**src/rtl/core_ctrl_pkg.sv**
```systemverilog
// core_ctrl_pkg
// Shared definitions for the multi-cycle RV32I control path: the sequencer
// state encoding (also exported on the debug state port), the writeback
// source select codes and the PC source select codes.
package core_ctrl_pkg;

  typedef enum logic [2:0] {
    S_IDLE      = 3'd0,
    S_FETCH     = 3'd1,
    S_DECODE    = 3'd2,
    S_EXECUTE   = 3'd3,
    S_MEM       = 3'd4,
    S_WRITEBACK = 3'd5,
    S_HALT      = 3'd6
  } state_t;

  // Writeback source select
  localparam logic [1:0] WB_ALU = 2'b00;
  localparam logic [1:0] WB_MEM = 2'b01;
  localparam logic [1:0] WB_PC4 = 2'b10;

  // PC source select
  localparam logic PC_PLUS4  = 1'b0;
  localparam logic PC_TARGET = 1'b1;

endpackage

```
**src/rtl/mem_wait_timer.sv**
```systemverilog
// mem_wait_timer
// Counts the cycles a memory request has been waiting without an ack and
// flags the cycle in which the wait budget is exhausted.
// Ports:
//   clk, rst  - clock, asynchronous active-low reset
//   clr       - restart the count (asserted on every state change)
//   busy      - a request is outstanding this cycle
//   ack       - the memory answered this cycle
//   expired   - last allowed cycle reached and still no ack
module mem_wait_timer #(
  parameter int TIMEOUT_CYCLES = 255
) (
  input  logic clk,
  input  logic rst,
  input  logic clr,
  input  logic busy,
  input  logic ack,
  output logic expired
);

  localparam int W = $clog2(TIMEOUT_CYCLES);
  localparam logic [W-1:0] LAST = W'(TIMEOUT_CYCLES - 1);

  logic [W-1:0] count;

  always_ff @(posedge clk or negedge rst) begin
    if (!rst)
      count <= '0;
    else if (clr)
      count <= '0;
    else if (busy && !ack)
      count <= count + 1'b1;
  end

  // An ack in the final cycle still wins over the timeout.
  assign expired = busy && !ack && (count == LAST);

endmodule

```
**src/rtl/core_sequencer.sv**
```systemverilog
// core_sequencer
// Multi-cycle control FSM of the RV32I core: FETCH, DECODE, EXECUTE,
// optional MEM, WRITEBACK. Drives the memory handshakes and the write
// enables / mux selects of the datapath, halts on ECALL or memory timeout.
// Ports:
//   clk, rst                    - clock, asynchronous active-low reset
//   run                         - start/continue (sampled in IDLE, WRITEBACK)
//   imem_req/imem_ack, ir_we    - instruction fetch handshake, IR latch
//   is_* / writes_rd            - decoder class flags
//   branch_taken                - ALU compare result
//   dmem_req/dmem_we/dmem_ack   - data memory handshake
//   pc_we, pc_sel, rf_we, wb_sel- datapath controls
//   state, halted, fault        - status
//   instret                     - retired instruction counter
module core_sequencer
  import core_ctrl_pkg::*;
#(
  parameter int TIMEOUT_CYCLES = 255
) (
  input  logic        clk,
  input  logic        rst,
  input  logic        run,
  output logic        imem_req,
  input  logic        imem_ack,
  output logic        ir_we,
  input  logic        is_load,
  input  logic        is_store,
  input  logic        is_branch,
  input  logic        is_jump,
  input  logic        is_ecall,
  input  logic        writes_rd,
  input  logic        branch_taken,
  output logic        dmem_req,
  output logic        dmem_we,
  input  logic        dmem_ack,
  output logic        pc_we,
  output logic        pc_sel,
  output logic        rf_we,
  output logic [1:0]  wb_sel,
  output logic [2:0]  state,
  output logic        halted,
  output logic        fault,
  output logic [31:0] instret
);

  state_t cur_state, next_state;
  logic   busy, ack, expired;

  assign busy = (cur_state == S_FETCH) || (cur_state == S_MEM);
  assign ack  = (cur_state == S_FETCH) ? imem_ack : dmem_ack;

  mem_wait_timer #(.TIMEOUT_CYCLES(TIMEOUT_CYCLES)) u_timer (
    .clk     (clk),
    .rst     (rst),
    .clr     (next_state != cur_state),
    .busy    (busy),
    .ack     (ack),
    .expired (expired)
  );

  always_ff @(posedge clk or negedge rst) begin
    if (!rst)
      cur_state <= S_IDLE;
    else
      cur_state <= next_state;
  end

  // fault is sticky until reset; instret counts every WRITEBACK.
  always_ff @(posedge clk or negedge rst) begin
    if (!rst) begin
      fault   <= 1'b0;
      instret <= '0;
    end else begin
      if (expired)
        fault <= 1'b1;
      if (cur_state == S_WRITEBACK)
        instret <= instret + 32'd1;
    end
  end

  always_comb begin
    next_state = cur_state;
    case (cur_state)
      S_IDLE:      if (run) next_state = S_FETCH;
      S_FETCH:     if (imem_ack) next_state = S_DECODE;
                   else if (expired) next_state = S_HALT;
      S_DECODE:    next_state = is_ecall ? S_HALT : S_EXECUTE;
      S_EXECUTE:   next_state = (is_load || is_store) ? S_MEM : S_WRITEBACK;
      S_MEM:       if (dmem_ack) next_state = S_WRITEBACK;
                   else if (expired) next_state = S_HALT;
      S_WRITEBACK: next_state = run ? S_FETCH : S_IDLE;
      S_HALT:      next_state = S_HALT;
      default:     next_state = S_IDLE;
    endcase
  end

  always_comb begin
    imem_req = 1'b0;
    ir_we    = 1'b0;
    dmem_req = 1'b0;
    dmem_we  = 1'b0;
    pc_we    = 1'b0;
    pc_sel   = PC_PLUS4;
    rf_we    = 1'b0;
    wb_sel   = WB_ALU;
    case (cur_state)
      S_FETCH: begin
        imem_req = 1'b1;
        ir_we    = imem_ack;
      end
      S_MEM: begin
        dmem_req = 1'b1;
        dmem_we  = is_store;
      end
      S_WRITEBACK: begin
        pc_we  = 1'b1;
        pc_sel = (is_jump || (is_branch && branch_taken)) ? PC_TARGET : PC_PLUS4;
        rf_we  = writes_rd && !is_store && !is_branch;
        if (is_jump)
          wb_sel = WB_PC4;
        else if (is_load)
          wb_sel = WB_MEM;
      end
      default: ;
    endcase
  end

  assign state  = cur_state;
  assign halted = (cur_state == S_HALT);

endmodule

```
**config.mk**
```make
export PLATFORM = sky130hd
export DESIGN_NAME = core_sequencer
export DESIGN_NICKNAME = d
export VERILOG_FILES = /design/src/rtl/core_ctrl_pkg.sv /design/src/rtl/mem_wait_timer.sv /design/src/rtl/core_sequencer.sv
export SDC_FILE = /design/constraint.sdc
export NUM_CORES = 1
export LEC_CHECK = 0
export BUFFER_PORTS_ARGS = -buffer_cell sky130_fd_sc_hd__buf_4
export CORE_MARGIN = 1
export CORE_UTILIZATION = 56
export CTS_CLUSTER_DIAMETER = 120
export DETAILED_ROUTE_END_ITERATION = 16
export PLACE_DENSITY = 0.84
export RECOVER_POWER = 100
export SLEW_MARGIN = 25
export SYNTH_ARGS = -nofsm -noshare
export SYNTH_HDL_FRONTEND = slang
export SYNTH_SLANG_ARGS = --single-unit
```
**constraint.sdc**
```tcl
create_clock -name clk -period 3.4 [get_ports clk]
set_input_delay 0.85 -clock clk [delete_from_list [all_inputs] [get_ports clk]]
set_output_delay 0.85 -clock clk [all_outputs]
set_load 0.01 [all_outputs]
```
## Word-level counts from Yosys, hierarchy flattened

Cells that the tools add are included.
Widths: inputs -> output; s select.

- Bits in registers: 44
- Word-level logic and storage cells: 49
- Output and inout bits: 46
- Bits of input ports: 12

- Equal/unequal tests: 8
- $add $sub $neg: 2
- Muxes and demuxes: 22
- Reduce and logical (&&, ||, !) cells: 13

Operators with widths:

| kind | count |
|---|---|
| $add 32x1->32 const B | 1 |
| $pmux 3 s7 | 1 |
| $mux 8 | 2 |
| $mux 3 | 5 |
| $mux 1 | 12 |
| $eq 3x3->1 const B | 3 |
| $add 8x1->8 const B | 1 |
| $eq 8x8->1 const B | 1 |
| $eq 3x2->1 const B | 2 |
| $logic_and 1x1->1 | 5 |
| $mux 2 | 2 |
| $eq 3x1->1 const B | 1 |
| $logic_not 1->1 | 3 |
| $logic_not 3->1 | 1 |
| $logic_or 1x1->1 | 3 |
| $ne 3x3->1 | 1 |
| $reduce_bool 2->1 | 1 |

## Depth between registers and ports, before layout

Gate-level depths: netlist (run 1).

- Depth after elaboration: 10
- Mapped depth: 7
- Depth with buffers taken out: 7

## Hierarchy

From an unflattened synthesis (run 1), not the netlist that was laid out.

- Cell total of the unflattened synthesis: 224
- Area, all modules: 2275.9 sq um

Modules (own cells, without submodules):

| module | cells each | sequential area each (sq um) | area an instance (sq um) | instances |
|---|---|---|---|---|
| core_sequencer | 180 | 900.9 | 1830.5 | 1 |
| mem_wait_timer | 44 | 200.2 | 445.4 | 1 |

## Worst setup path before layout (run 1)

Ideal clock, no wire load.

- Path kind: input to output
- Start point: input port is_store
- End point: output port rf_we
- Setup slack: 1216 ps
- Buffers on the path: 0
- Data arrival time: 1334 ps
- Cell stages on the path: 1
- Data required time: 2550 ps
- Path through: nor4b_1

- Cells in the longest elaborated chain, start to end: 4

Ends and longest elaborated chain:

| what | line | RTL |
|---|---|---|
| from (decl) | core_sequencer.sv:27 | `input logic is_store,` |
| $logic_not 1->1 | core_sequencer.sv:118 | `rf_we = writes_rd && !is_store && !is_branch;` |
| $logic_and 1x1->1 (2 in series) | core_sequencer.sv:118 |  |
| $mux 1 | core_sequencer.sv:106 | `case (cur_state)` |
| to (decl) | core_sequencer.sv:38 | `output logic rf_we,` |

Every way passes these cells.

## Worst setup path in the final report (run 1)

- Start point: register cur_state[2], in the netlist state[2]
- End point: register instret[30]

- Cells in the longest elaborated chain, start to end: 1

Ends and longest elaborated chain:

| what | line | RTL |
|---|---|---|
| from (decl) | core_sequencer.sv:46 | `state_t cur_state, next_state;` |
| from (signal assigned) | core_sequencer.sv:65 | `cur_state <= next_state;` |
| $eq 3x3->1 | core_sequencer.sv:76 | `if (cur_state == S_WRITEBACK)` |
| to (signal assigned) | core_sequencer.sv:77 | `instret <= instret + 32'd1;` |
| to (decl) | core_sequencer.sv:43 | `output logic [31:0] instret` |

Every way passes these cells.
A chain may end at the register's enable or synchronous reset.

==> results.md, run 1 <==
- Syn_area_per_cell: 10.4 um2
- Count leader, synth: dfrtp_1
- Critical path, cell by cell: nand3b_1, nor4_1, nand4_1, nor3_1, xor2_1
- Final Cycle Share: approximately four fifths
- Post-Route WL: approximately 4300 um
- Measured slew at the worst slew-check pin: roughly 750 ps
- Endpoint type of the worst setup path: register
- Worst path slowest cell: nor4_1
- Final min period: approximately 2700 ps
- Reg2Reg Depth: 5
- CP Data Required Time: about 3600 ps
- Largest net degree at the start of global routing: 45
- Global route overflow: 0
- Die area: around 4200 um2
- Root Driver: clkbuf_8
- Clk_skew: a little under 6 ps
- Ranking of synthesized cells by area: dfrtp_1 50%, xnor2_1 8.4%, xor2_1 6.8%, nor2_1 4.3%, nand2_1 4.1%
- Peak supply drop: just over 0.0004 V
- Gate Count Post-Synth: approximately 210
- Syn Nets: roughly 230
- Worst setup path start: state[2]$_DFF_PN0_
- Area leader, netlist: dfrtp_1
- Hold crit path type: reg -> reg
- Num CTS Buffers: 5
- Top-area cell type share of the netlist area: roughly half
- Maximum clock path buffer count: 2
- CP Max Fanout: 12
- CTS tree: yes
- Vias in the first global route: approximately 1600
- First-pass GRT wire length: between 7000 and 8000 um
- Reg clk slew, reported paths: about 80 ps
- Crit path buffers/inverters: 0
- Leak pwr: roughly 1.2 nW
- Finished Core Util: approximately two thirds
- Pre-CTS setup slack: about 760 ps
- Asr flop ratio synth: 100%
- Top FF cell, synth: dfrtp_1
- Worst-Skew Late Latency: roughly 290 ps
- RSZ-0062 raised after global routing: no
- Net count reported at finish: between 200 and 300
- Final worst slack: between 700 and 800 ps
- Arr. time, crit path: between 2000 and 3000 ps
- Slew headroom: between 50% and 60%
- Crit path capture: instret[30]$_DFFE_PN0P_
- Core area: 3690 um2
- Sequential fraction of the synthesis area: just over 50%
- Fmax: around 0.38 GHz
- Share of layout cells above drive strength 1: under 10%
- Setup_tns: 0 ps
- Met3 track demand over resource: between 4 and 5%
- Netlist cell types: 34
- Wire per inst: around 13 um
- CP top delay family: simple AND/OR/NAND/NOR gates
- Die X: 64.5 um
- Crit path depth: 5
- Routed Antenna Nets: 0
- Vias: between 1500 and 2000
- Synthesized area: between 2000 and 2500 um2
- Die height: about 64 um
- Port Buf Inserts: 57
- Effective utilization at floorplan: 59.3%
- Yosys warns: 0
- Most Crowded Layer GR: met2
- Row count: 22
- DRT iter0 DRCs: approximately 90
- Tot GR Track Use: a little under a quarter
- Area grow syn2layout: 15.3%
- CTS sink count: 44
- Vias/cell: around 5.3
- EDFF count, synth: 0
- Reg2reg setup slack: roughly 730 ps
- Worst setup SP type: register
- Initial antenna violation count: 0
- Critical path's largest stage delay: around 730 ps
- Number of hold violations in the final report: 0
- Outcome: complete, no violations
- Met2 global-route usage: between 40% and 50%
- N_diodes: 0
- Power Density: approximately 520 nW/um2
- Post-DP HPWL: 3160 um
- First drt pass iteration count: 5
- CP Class: reg -> reg
- Seq cells post-synth: 44
- Hold_buf cts: 0
- DR DRC count: 0
- Grt met1 use: between 20% and 30%
- # resized after CTS: 0
- R2r endpoint: instret[30]$_DFFE_PN0P_
- # IOs: 58
- Final setup vio count: 0
- Max-Cap Viols: 0
- GPL Wtd Cong: around 0.8
- Post-CTS Setup Inserts: 0
- Worst r2r src: state[2]$_DFF_PN0_
- Final Max Slew Viols: 0
- H-tree Lvls: 2
- Most instantiated cells after synthesis: 44 x dfrtp_1, 25 x nor2_1, 24 x nand2_1, 21 x xnor2_1, 17 x xor2_1
stage by stage:
stage	instances	hold WS (ps)	total power, mW	instance area, um2
global route	319	484	1.40	2520
CTS	319	481	1.39	2730
detailed placement	312	460	1.08	2650
global placement	312	463	1.07	2650
floorplan	211	502	0.925	2190
finish	319	474	1.31	2520
state kept, by name, summed over array words and instances (netlist names):
name and flops:
fault 1, u_timer.count 8, instret 32, state 3
layout make-up:
type | count | area (um2)
clock inverters | 2 | 12.5
repair buffers | 57 | 267
well taps | 48 | 60.1
fillers | 342 | 1170
flip-flops and latches | 44 | 1100
multi-input cells | 158 | 993
inverters | 5 | 18.8
clock buffers | 5 | 68.8
report_power, final:
group	total, mW	switching, mW	leakage, nW	internal [mW]
registers	0.664	0.0918	0.605	0.572
logic	0.346	0.206	0.523	0.139
clock network	0.304	0.165	0.0400	0.139
cells by family after synthesis:
family | share of synthesized area (%)
compound gates | 3.95
xor+xnor | 15.2
fa+ha+maj | 1.72
buf+inv | 2.12
flops | 50.4
simple gates | 26.6
worst min-delay path by stage:
stage | startpoint | endpoint | slack [ps] | cells past startpoint
2_1_floorplan | fault$_DFFE_PN0P_ | fault$_DFFE_PN0P_ | 500 | 1
3_3_place_gp | instret[31]$_DFFE_PN0P_ | instret[31]$_DFFE_PN0P_ | 460 | 1
3_5_place_dp | fault$_DFFE_PN0P_ | fault$_DFFE_PN0P_ | 460 | 1
4_1_cts | instret[31]$_DFFE_PN0P_ | instret[31]$_DFFE_PN0P_ | 480 | 1
5_1_grt | instret[31]$_DFFE_PN0P_ | instret[31]$_DFFE_PN0P_ | 480 | 1
6_report | fault$_DFFE_PN0P_ | fault$_DFFE_PN0P_ | 470 | 1
layout by cell type (no fill, tap or decap), drive strengths merged, types with 3 or more instances in the layout:
master / instances
a21oi: 3
nand3: 7
ha: 3
nand4: 12
nor2: 25
and2: 6
and4: 4
xnor2: 21
xor2: 17
buf: 13
dfrtp: 44
nand2b: 4
o21ai: 3
nand2: 24
inv: 5
clkbuf: 49
and3: 9
metal layers:
metal  share of wire, %  vias up  routed length (um)
met4                1.5        0                  63
met1                 44      807                1880
met2                 50       39                2170
li1                   -      833                   -
met3                4.3        5                 186
met5                  0        -                   0
Note: power is estimated with default switching activity, not from simulation.
==> run 2: changes to the inputs <==
--- a/config.mk
+++ b/config.mk
@@ -5,12 +5,13 @@
 export SDC_FILE = /design/constraint.sdc
 export NUM_CORES = 1
 export LEC_CHECK = 0
+export ABC_AREA = 1
 export BUFFER_PORTS_ARGS = -buffer_cell sky130_fd_sc_hd__buf_4
 export CORE_MARGIN = 1
-export CORE_UTILIZATION = 56
+export CORE_UTILIZATION = 55
 export CTS_CLUSTER_DIAMETER = 120
 export DETAILED_ROUTE_END_ITERATION = 16
-export PLACE_DENSITY = 0.84
+export PLACE_DENSITY = 0.8
 export RECOVER_POWER = 100
 export SLEW_MARGIN = 25
 export SYNTH_ARGS = -nofsm -noshare
==> constraint.sdc (replaced) <==
create_clock -name clk -period 2.64 [get_ports clk]
set_input_delay 0.66 -clock clk [delete_from_list [all_inputs] [get_ports clk]]
set_output_delay 0.66 -clock clk [all_outputs]
set_load 0.01 [all_outputs]
==> run 2 against run 1 <==
Synthesized cell count increased by 81%. Global-route usage up 2.0 points. Setup slack got worse by 450 ps. Critical path depth is the same. Sequential cell count did not move. Total power is 31% higher. Cell count up 59%. Utilization fell by 4.1 points. Die area up 26%. Sequential share of layout area shrank 7.6 points.
==> results.md, run 2 <==
- Fmax: about 0.42 GHz
- Peak supply drop: 0.000269 V (-34%)
- Yosys warns: 0 (unchanged)
- EDFF count, synth: 0 (unchanged)
- Hold_buf cts: 0 (unchanged)
- Area grow syn2layout: 12.3%
- Area leader, netlist: dfrtp_1
- Num CTS Buffers: 5 (unchanged)
- Vias in the first global route: 2299 (+43%)
- CTS tree: yes
- Vias/cell: 5.06 (-4.2%)
- Seq cells post-synth: 44 (unchanged)
- GPL Wtd Cong: 0.883 (+7.8%)
- CP Data Required Time: 1980 ps (-1640 ps)
- Most flop-heavy register: instret
- Tot GR Track Use: 25.4% (+2.0 points)
- RSZ-0062 raised after global routing: no
- First drt pass iteration count: 4 (-1)
- Pwr Total: 1.73 mW (+31%)
- Die area: 5230 um2 (+26%)
- Hold crit path type: reg -> reg
- CP Max Fanout: 17 (+5)
- Gate Count Post-Synth: 381 (+81%)
- DR DRC count: 0 (unchanged)
- Measured slew at the worst slew-check pin: 1110 ps (+366 ps)
- Post-DP HPWL: 4790 um (+51%)
- Hold slack: 479 ps (+5.28 ps)
- Placed cells: 501 (+61%)
- Max reg flops: 32 (unchanged)
- Sequential fraction of the synthesis area: 40.5% (-9.9 points)
- Final worst slack: 283 ps (-451 ps)
- Net count reported at finish: 456 (+59%)
- Pre-CTS setup slack: 670 ps (-88.8 ps)
- Max-Cap Viols: 0 (unchanged)
- Largest net degree at the start of global routing: 45 (unchanged)
- Netlist cell types: 29 (-15%)
- Syn Nets: 396 (+75%)
- N_diodes: 0 (unchanged)
- Most instantiated cells after synthesis: 131 x nand2_1, 55 x nor2_1, 44 x dfrtp_1, 43 x inv_1, 27 x nand3_1
- DRT iter0 DRCs: 181 (+99%)
- Commonest non-fill, non-tap cells in the layout: 134 x nand2_1, 58 x nor2_1, 47 x clkbuf_1, 44 x dfrtp_1, 43 x inv_1
- Syn_area_per_cell: 7.14 um2 (-31%)
- Count leader, synth: nand2_1
- Maximum clock path buffer count: 2 (unchanged)
- H-tree Lvls: 2 (unchanged)
- Ranking of synthesized cells by area: dfrtp_1 40%, nand2_1 18%, nor2_1 7.6%, inv_1 5.9%, xor2_1 5.8%
- Global route overflow: 0 (unchanged)
- Final setup vio count: 0 (unchanged)
- Post-Route WL: 6260 um (+45%)
- Reg clk slew, reported paths: 80 ps (about the same)
- Wire per inst: 12.3 um (-8.7%)
- Worst-Skew Late Latency: 290 ps (about the same)
- Leak pwr: 1.39 nW (+19%)
- Asr flop ratio synth: 100% (unchanged)
- # IOs: 58 (unchanged)
- Number of hold violations in the final report: 0 (unchanged)
- Vias: 2568 (+52%)
- Effective utilization at floorplan: 57.2% (-2.1 points)
- Share of layout cells above drive strength 1: 4.99% (-3.1 points)
- Die height: 72.3 um (+12%)
- Final Cycle Share: 89.3%
- Final min period: 2360 ps
- Placed Area: 3210 um2 (+21%)
- Post-CTS Setup Inserts: 0 (unchanged)
- Slew headroom: 25.9% (-24 points)
- Top FF cell, synth: dfrtp_1
- Reg2reg setup slack: 470 ps (-260 ps)
- Routed Antenna Nets: 0 (unchanged)
- Worst setup SP type: register
- Port Buf Inserts: 57 (unchanged)
- Finished Core Util: 64.2% (-4.1 points)
- Arr. time, crit path: 1700 ps (-1190 ps)
- Setup_tns: 0 ps (unchanged)
- # resized after CTS: 0 (unchanged)
- Most common cell after layout, fill and taps aside: nand2_1
- CP Class: reg -> out
- Fin area: 3050 um2 (+21%)
- Fin cells: 508 (+59%)
- Top-area cell type share of the netlist area: 40.5% (-9.9 points)
- Die X: 72.3 um (+12%)
- Initial antenna violation count: 0 (unchanged)
- First-pass GRT wire length: 10400 um (+43%)
- Synthesized area: 2720 um2 (+24%)
- Row count: 25 (+14%)
- Final Max Slew Viols: 0 (unchanged)
- Endpoint type of the worst setup path: primary output
- Core area: 4750 um2 (+29%)
- CTS sink count: 44 (unchanged)
- Power Density: 565 nW/um2 (+8.5%)
- Clk_skew: 4.66 ps (-1.27 ps)
- Root Driver: clkbuf_8
- Outcome: complete, no violations
[run 2: routing by layer]
metal	vias to the layer above	part of all wire, %	global-route usage [%]
li1	1310	-	-
met1	1174	48	38.4
met2	80	45	38.2
met3	4	6.5	4.58
met4	0	0.67	5.45
met5	-	0	0
[run 2: final timing paths]
kind | start | end | cells after the start
worst max-delay path | state[0]$_DFF_PN0_ | rf_we | 5
worst min-delay path | fault$_DFFE_PN0P_ | fault$_DFFE_PN0P_ | 2
worst max register to register | state[0]$_DFF_PN0_ | instret[10]$_DFFE_PN0P_ | 8
worst min register to register | fault$_DFFE_PN0P_ | fault$_DFFE_PN0P_ | 2
max in group asynchronous | rst | instret[30]$_DFFE_PN0P_ | 1
min in group asynchronous | rst | instret[12]$_DFFE_PN0P_ | 1
[run 2: cells by family after synthesis]
group                      synth area share, %
AOI/OAI and AO/OA                         1.84
xor gates and xnor gates                  7.41
adders and majority gates                 1.38
buffers and inverters                     7.13
DFF                                       40.5
and+or+nand+nor                           41.7
[run 2: area by class of cell]
cell class                      instances  area [um2]
Clock inverter                          1        5.00
Clock buffer                            6        72.6
Tap cell                               67        83.8
Sequential cell                        44        1100
Inverter                               45         171
Fill cell                             498        1700
Multi-Input combinational cell        288        1370
Timing Repair Buffer                   57         253
[run 2: where the power goes]
part           total (mW)  internal, mW  switching (mW)
Clock               0.394         0.180           0.214
Sequential          0.823         0.732          0.0917
Combinational       0.509         0.153           0.355
Total                1.73          1.06           0.661
[run 2: worst max-delay path, stage by stage, from the launching register on]
cell and delay (ps):
dfrtp_1 490, nand2_1 200, nor2_8 270, inv_4 130
nor3_1 150, clkbuf_1 170
